### src/rtl/uart_tx_if.sv
// uart_tx_if: byte valid/ready handshake between a byte source and the UART transmitter
interface uart_tx_if;
  logic [7:0] in_data;
  logic       in_flag;
  logic       in_ready;
  modport master (output in_data, output in_flag, input in_ready);
  modport slave  (input in_data, input in_flag, output in_ready);
endinterface

### src/rtl/uart_tx.sv
// uart_tx: LSB-first UART transmitter (8N1, or 8E1 when UART_TX_PARITY_EN is defined)
module uart_tx #(
  parameter int CLK_FREQ = 50000000,
  parameter int UART_BPS = 9600
) (
  input  logic      sys_clk,
  input  logic      sys_rst,
  uart_tx_if.slave  in_if,
  output logic      tx,
  output logic      tx_busy,
  output logic      tx_done
);
  localparam int BPS_CNT = CLK_FREQ / UART_BPS;
  localparam logic [31:0] BPS_LAST = 32'(BPS_CNT - 1);
  typedef enum logic [2:0] {
    IDLE,
    START,
    DATA,
`ifdef UART_TX_PARITY_EN
    PARITY,
`endif
    STOP
  } state_t;
  state_t      state_q, state_d;
  logic [31:0] cnt_q, cnt_d;
  logic [2:0]  bit_cnt_q, bit_cnt_d;
  logic [7:0]  shift_q, shift_d;
  logic        tx_q, tx_d;
  logic        ready_q, ready_d;
  logic        busy_q, busy_d;
  logic        done_q, done_d;
  logic        wrap;
`ifdef UART_TX_PARITY_EN
  logic        par_q, par_d;
`endif
  assign wrap = cnt_q == BPS_LAST;
  assign tx = tx_q;
  assign tx_busy = busy_q;
  assign tx_done = done_q;
  assign in_if.in_ready = ready_q;
  // next-state logic; outputs are derived from the next state so they register glitch-free
  always_comb begin
    state_d = state_q;
    cnt_d = '0;
    bit_cnt_d = bit_cnt_q;
    shift_d = shift_q;
`ifdef UART_TX_PARITY_EN
    par_d = par_q;
`endif
    if (state_q == IDLE) begin
      if (in_if.in_flag && ready_q) begin
        state_d = START;
        shift_d = in_if.in_data;
        bit_cnt_d = '0;
`ifdef UART_TX_PARITY_EN
        par_d = ^in_if.in_data;
`endif
      end
    end else begin
      cnt_d = wrap ? '0 : cnt_q + 32'd1;
      if (wrap) begin
        case (state_q)
          START: state_d = DATA;
          DATA: begin
            shift_d = shift_q >> 1;
            bit_cnt_d = bit_cnt_q + 3'd1;
`ifdef UART_TX_PARITY_EN
            if (bit_cnt_q == 3'd7) state_d = PARITY;
`else
            if (bit_cnt_q == 3'd7) state_d = STOP;
`endif
          end
`ifdef UART_TX_PARITY_EN
          PARITY: state_d = STOP;
`endif
          STOP: state_d = IDLE;
          default: state_d = IDLE;
        endcase
      end
    end
    tx_d = state_d != START && (state_d != DATA || shift_d[0]);
`ifdef UART_TX_PARITY_EN
    if (state_d == PARITY) tx_d = par_d;
`endif
    ready_d = state_d == IDLE;
    busy_d = state_d != IDLE;
    done_d = state_d == STOP && cnt_d == BPS_LAST;
  end
  // state and registered outputs; reset drops the frame and idles the line at once
  always_ff @(posedge sys_clk or posedge sys_rst) begin
    if (sys_rst) begin
      state_q <= IDLE;
      cnt_q <= '0;
      bit_cnt_q <= '0;
      shift_q <= '0;
      tx_q <= 1'b1;
      ready_q <= 1'b1;
      busy_q <= 1'b0;
      done_q <= 1'b0;
`ifdef UART_TX_PARITY_EN
      par_q <= 1'b0;
`endif
    end else begin
      state_q <= state_d;
      cnt_q <= cnt_d;
      bit_cnt_q <= bit_cnt_d;
      shift_q <= shift_d;
      tx_q <= tx_d;
      ready_q <= ready_d;
      busy_q <= busy_d;
      done_q <= done_d;
`ifdef UART_TX_PARITY_EN
      par_q <= par_d;
`endif
    end
  end
endmodule

### src/flat_wrapper.sv
// flat-port wrapper written by rule: the top's interface ports become plain ports
module uart_tx_flat 
#(
  parameter int CLK_FREQ = 50000000,
  parameter int UART_BPS = 9600
)
  (sys_clk, sys_rst, tx, tx_busy, tx_done, in_if_in_data, in_if_in_flag, in_if_in_ready);
  uart_tx_if in_if_i ();
  input  logic sys_clk;
  input  logic sys_rst;
  output logic tx;
  output logic tx_busy;
  output logic tx_done;
  input wire logic [$bits(in_if_i.in_data)-1:0] in_if_in_data;
  input wire logic [$bits(in_if_i.in_flag)-1:0] in_if_in_flag;
  output wire logic [$bits(in_if_i.in_ready)-1:0] in_if_in_ready;
  assign in_if_i.in_data = in_if_in_data;
  assign in_if_i.in_flag = in_if_in_flag;
  assign in_if_in_ready = in_if_i.in_ready;
  uart_tx #(.CLK_FREQ(CLK_FREQ), .UART_BPS(UART_BPS)) u_core (.sys_clk(sys_clk), .sys_rst(sys_rst), .in_if(in_if_i), .tx(tx), .tx_busy(tx_busy), .tx_done(tx_done));
endmodule
### config.mk
export PLATFORM = sky130hd
export DESIGN_NAME = uart_tx_flat
export DESIGN_NICKNAME = d
export VERILOG_FILES = /design/src/rtl/uart_tx_if.sv /design/src/rtl/uart_tx.sv /design/src/flat_wrapper.sv
export SDC_FILE = /design/constraint.sdc
export NUM_CORES = 1
export LEC_CHECK = 0
export CAP_MARGIN = 20
export CORE_MARGIN = 2
export CORE_UTILIZATION = 35
export DETAILED_ROUTE_END_ITERATION = 8
export PLACE_DENSITY = 0.63
export REMOVE_ABC_BUFFERS = 1
export SYNTH_ARGS = -nofsm -noshare
export SYNTH_HDL_FRONTEND = slang
export SYNTH_SLANG_ARGS = --single-unit
### constraint.sdc
create_clock -name sys_clk -period 2.34 [get_ports sys_clk]
set_clock_uncertainty 0.15 [all_clocks]
set_input_delay 0.702 -clock sys_clk [delete_from_list [all_inputs] [get_ports sys_clk]]
set_output_delay 0.702 -clock sys_clk [all_outputs]
set_load 0.01 [all_outputs]
==> results.cfg, run 1 <==
[job]
maxCapViolCount = 0

[clock_network]
cts.sinks = 50
clock_latency_ns = 0.31
cts_buffers = 5
clk_pin_slew_ns = 0.10
cts-root-buf = clkbuf_8
htree_levels = 2
cts_tree = done
clockBufferDepth = 2
hold_buffers = 0

[route]
wl_per_cell_um = 15.2
routed_wl_um = 7350
route.detailed.drc = 0
vias = 2571
drt_iter0_drc = 179
detail-route-antenna-nets = 0
viasPerCell = 5.33
drt_first_pass_iters = 4

[floorplan]
io_pins = 15
num_rows = 33
die_w_um = 96.6
core_area_um2 = 8260
initial_core_util_pct = 36.3
die_h_um = 96.6
dieArea_um2 = 9330

[final_layout]
syn_to_final_growth_pct = 26.8
diodes = 0
nets = 390
drive_above_1_share_pct = 28.4
fin_util_pct = 46.0

[logic_synthesis]
seq_area_frac_synth_pct = 41.8
synth_area_leaders = dfrtp_1 (40%), nor2_1 (6.0%), xor2_1 (5.0%)
synth_common_cells = dfrtp_1 (48), nor2_1 (48), nand2_1 (34), nand3_1 (20), xor2_1 (17)
synth-seq-cells = 50
yosysTopAreaCell = dfrtp_1
ys_types = 55
synth_area_um2 = 3000
syn_inst = 326
avgSynthCellArea_um2 = 9.20
ys_async_sr_fraction_pct = 100
synth_top_area_share_pct = 40.1
synth_edf_count = 0
ys.flop_type = dfrtp_1
yosys_warnings = 0

[setup_path]
startpoint_type = flip-flop
reg2reg_from = u_core.cnt_q[7]
required_ns = 2.44
startpoint = u_core.cnt_q[7]
critical_path_arrival_ns = 2.36
worstPathMaxFanout = 5
setup.worst_path.class = flip-flop to flip-flop
crit_path_end_kind = flip-flop

[sta]
relSlewSlack_pct = 72.8
layout_min_cycle_time_ns = 2.26
rsz0062_at_grt = yes
finalHoldViolations = 0
period_share_pct = 96.7
fmax_mhz = 442
slew_violations = 0
final-setup-viol-count = 0
worst_slew_pin_slew_ns = 0.408

[power]
peakVddDrop_v = 0.000255
power.total_uw = 1450
p_leak_uw = 0.00169
power.density_nw_per_um2 = 382

[global_routing]
grt_pass1_wl_um = 12100
grt_util_all_layers_pct = 16.7
met2_usage_pct = 26.2
top_usage_layer = met2
grt_pass1_vias = 2507
grt_max_degree = 34
antenna_found_initial = 0
gr-usage-met1_pct = 22.9
overflow = 0
met3_usage_pct = 3.18

[status]
status = finished, final reports clean

[place]
gp_congestion = 0.944
dpl.hpwl_um = 5280
io_buffers = 14

[worst_hold_path]
hp-class = flip-flop to flip-flop
hp-start = u_core.shift_q[6]
-- per-layer routing --
metal / vias to the layer above / wire [um]
li1: 1238 / -
met1: 1232 / 3270
met2: 77 / 3440
met3: 24 / 366
met4: 0 / 276
met5: - / 0
-- metrics by stage --
step | TNS (ns) | instance area [um^2] | std cells | hold slack (ns) | setup slack (ns)
final | 0 | 3800 | 482 | 0.329 | 0.0777
after global routing | -0.0539 | 3800 | 482 | 0.355 | -0.0278
after CTS | 0 | 3610 | 474 | 0.331 | 0.0166
after detailed placement | -0.0401 | 3490 | 466 | 0.307 | -0.0314
after global placement | 0 | 3490 | 466 | 0.300 | 0.0180
after floorplan | -23.04 | 2890 | 306 | 0.289 | -1.05
-- worst max-delay path: stages (launching register included) --
cell and delay (ns):
dfrtp_2 0.47, nor4_4 0.37, nand4_4 0.17, buf_4 0.19, nor3_4 0.20, nor3_2 0.06
a211oi_2 0.24, and3b_1 0.23, o22ai_2 0.11
-- placed cells by master (no fill, tap or decap), types with 3 or more instances in the layout --
cell              n
nor4_4            5
buf_4            44
or3_1             3
and3_1            7
mux2i_1           3
inv_1             6
clkbuf_8          6
nor4_2            5
nand3_1          17
o21ai_0           6
nand4_1          12
xor2_1           15
and4_1            4
nand2_1          34
nor2_2            3
a21oi_1           4
nand2b_1          4
a31oi_1           4
nand3_2           3
dfrtp_1          41
nor2_1           46
a22oi_1           6
dfrtp_2           7
nor3_1           10
buf_6             4
xnor2_1          14
clkdlybuf4s50_1  14
-- worst paths after layout --
check	endpoint	cells past startpoint	slack (ns)
worst max-delay path	u_core.tx	8	0.08
worst min-delay path	u_core.shift_q[6]	2	0.33
worst max register to register	u_core.tx	8	0.08
worst min register to register	u_core.shift_q[6]	2	0.33
max in group asynchronous	u_core.cnt_q[7]	3	0.97
min in group asynchronous	u_core.shift_q[7]	2	0.53
-- power by group --
| part | leakage, uW | internal [uW] | switching [uW] |
|---|---|---|---|
| logic | 0.000983 | 18.1 | 20.0 |
| clock network | 0.0000478 | 244 | 308 |
| registers | 0.000658 | 863 | 0 |
| total | 0.00169 | 1130 | 328 |
-- registers in the layout, summed over array words and instances, names as in the netlist --
signal                 count
u_core.tx_busy             1
u_core.tx_done             1
u_core.shift_q             8
u_core.tx                  1
u_core.state_q             3
u_core.in_if.in_ready      1
u_core.bit_cnt_q           3
u_core.cnt_q              32
-- repair_timing --
action | in CTS | in global routing
resized for setup | 5 | 29
setup endpoints to repair | 2 | 2
cloned | 0 | 0
setup buffers | 0 | 8
pin swaps | 0 | 16
-- area by class of cell --
| type | instances | area [um^2] |
|---|---|---|
| fillers | 812 | 4460 |
| multi-input cells | 249 | 1750 |
| flip-flops and latches | 50 | 1260 |
| repair buffers | 63 | 536 |
| well taps | 105 | 131 |
| clock buffers | 6 | 82.6 |
| inverters | 7 | 26.3 |
| clock inverters | 2 | 16.3 |
-- kinds of logic (layout without fill, tap and decap cells) --
kind of cell	after synthesis	in the layout	share of synthesized area (%)
mux	4	4	1.38
xor+xnor	31	31	9.05
fa+ha+maj	3	3	1.25
buf+inv	27	78	4.51
simple gates	177	177	34.0
compound gates	34	34	7.97
flops	50	50	41.8
Power figures use the tool's default switching activity.
==> run 2, diff against run 1 <==
--- a/config.mk
+++ b/config.mk
@@ -7,9 +7,9 @@
 export LEC_CHECK = 0
 export CAP_MARGIN = 20
 export CORE_MARGIN = 2
-export CORE_UTILIZATION = 35
+export CORE_UTILIZATION = 50
 export DETAILED_ROUTE_END_ITERATION = 8
-export PLACE_DENSITY = 0.63
+export PLACE_DENSITY = 0.81
 export REMOVE_ABC_BUFFERS = 1
 export SYNTH_ARGS = -nofsm -noshare
 export SYNTH_HDL_FRONTEND = slang
==> results.cfg, run 2 (synthesized netlist as in run 1, its figures left out) <==
[place]
dpl.hpwl_um = 5310
io_buffers = 14
gp_congestion = 1.02
pre_cts_ws_ns = 0.0440

[power]
power.total_uw = 1450
p_leak_uw = 0.00174
power.density_nw_per_um2 = 383
peakVddDrop_v = 0.000267

[floorplan]
initial_core_util_pct = 51.3
io_pins = 15
die_w_um = 81.5
dieArea_um2 = 6630
die_h_um = 81.5
core_area_um2 = 5850
num_rows = 28

[setup_path]
worstPathMaxFanout = 5
crit_path_end_kind = flip-flop
startpoint_type = flip-flop
setup.worst_path.class = flip-flop to flip-flop
crit_slowest_cell = dfrtp_2
crit_buf_inv = 1
required_ns = 2.46
cpPeakStageDelay_ns = 0.46
critical_path_arrival_ns = 2.42
path_delay_family = simple AND/OR/NAND/NOR gates
path_cells = nand4_1, buf_4, nor4_2, mux2_2, nor2_1, o221ai_2, nor3_2, o2111a_1

[clock_network]
cts_tree = done
hold_buffers = 0
cts.sinks = 50
clk_pin_slew_ns = 0.11
clockBufferDepth = 2
cts-root-buf = clkbuf_8
cts_buffers = 5
htree_levels = 2
clock_latency_ns = 0.32

[final_layout]
final_common_cell = buf_4
syn_to_final_growth_pct = 26.6
diodes = 0
final_cell_mix = buf_4 (53), nor2_1 (47), dfrtp_1 (41), nand2_1 (34), nand3_1 (17)
largest_reg_flops = 32
nets = 398
fin_util_pct = 64.9
top_regs = u_core.cnt_q: 32 flops, u_core.shift_q: 8 flops
top_register = u_core.cnt_q
drive_above_1_share_pct = 28.8

[global_routing]
grt_max_degree = 29
grt_util_all_layers_pct = 23.1
grt_pass1_vias = 2467
overflow = 0
antenna_found_initial = 0
grt_pass1_wl_um = 11700

[sta]
layout_min_cycle_time_ns = 2.31
slew_violations = 0
worst_slew_pin_slew_ns = 0.399
final-setup-viol-count = 0
finalWorstSetupSlack_ns = 0.0323
period_share_pct = 98.6
finalHoldViolations = 0
tns_ns = 0
relSlewSlack_pct = 73.2
fmax_mhz = 433

[route]
route.detailed.drc = 0
drt_first_pass_iters = 4
drt_iter0_drc = 228
routed_wl_um = 7710
detail-route-antenna-nets = 0
vias = 2687
wl_per_cell_um = 16.8
viasPerCell = 5.84

[job]
maxCapViolCount = 0

[status]
status = finished, final reports clean

[worst_hold_path]
hp-class = flip-flop to flip-flop
[run 2: cell types whose count changed in the layout (fill, tap and decap cells not counted), sizes merged]
cell | previous run | this run
clkinv | 0 | 2
clkbuf | 6 | 5
clkinvlp | 1 | 0
buf | 49 | 57
[run 2: power breakdown]
part | internal (uW) | total [uW] | switching [uW]
Combinational | 19.2 | 39.1 | 19.9
Sequential | 863 | 863 | 0
Clock | 222 | 551 | 328
Total | 1100 | 1450 | 348
[run 2: area by class of cell]
| class | instances | area (um^2) |
|---|---|---|
| Fill cell | 456 | 2050 |
| Multi-Input combinational cell | 249 | 1730 |
| Sequential cell | 50 | 1260 |
| Timing Repair Buffer | 71 | 592 |
| Tap cell | 75 | 93.8 |
| Clock buffer | 5 | 68.8 |
| Clock inverter | 3 | 28.8 |
| Inverter | 7 | 26.3 |
[run 2: per-stage QoR]
stage          cell area, um^2  instances  hold WS [ns]
2_1_floorplan             2890        306         0.289
3_3_place_gp              3440        435         0.302
3_5_place_dp              3440        435         0.313
4_1_cts                   3540        443         0.338
5_1_grt                   3800        460         0.357
6_report                  3800        460         0.331
[run 2: worst reg2reg max path: cells and delay by family, from the launching register on]
family / cells / cell delay, ns
AND/OR/NAND/NOR: 4 / 0.79
AO/OA/AOI/OAI: 2 / 0.30
buffers and inverters: 1 / 0.18
flip-flops: 1 / 0.46
multiplexers: 1 / 0.38
[run 2: repair_timing]
action                     in CTS  in global routing
buffers inserted                0                 17
gates resized for setup         0                 29
setup endpoints to repair       0                 13
[run 2: metal layers]
metal | part of all wire (%) | track usage, % | vias to the layer above
met5 | 0 | 0 | -
li1 | - | - | 1261
met1 | 42 | 30.6 | 1321
met4 | 1.8 | 7.63 | 0
met2 | 51 | 38.4 | 88
met3 | 4.9 | 4.18 | 17
[run 2: worst paths after layout]
| path | end | slack [ns] | cells past startpoint | startpoint |
|---|---|---|---|---|
| worst max-delay path | u_core.tx_done | 0.03 | 8 | u_core.cnt_q[10] |
| worst min-delay path | u_core.shift_q[5] | 0.33 | 2 | u_core.shift_q[5] |
| worst max register to register | u_core.tx_done | 0.03 | 8 | u_core.cnt_q[10] |
| worst min register to register | u_core.shift_q[5] | 0.33 | 2 | u_core.shift_q[5] |
| max in group asynchronous | u_core.tx | 1.07 | 3 | sys_rst |
| min in group asynchronous | u_core.cnt_q[14] | 0.46 | 2 | sys_rst |
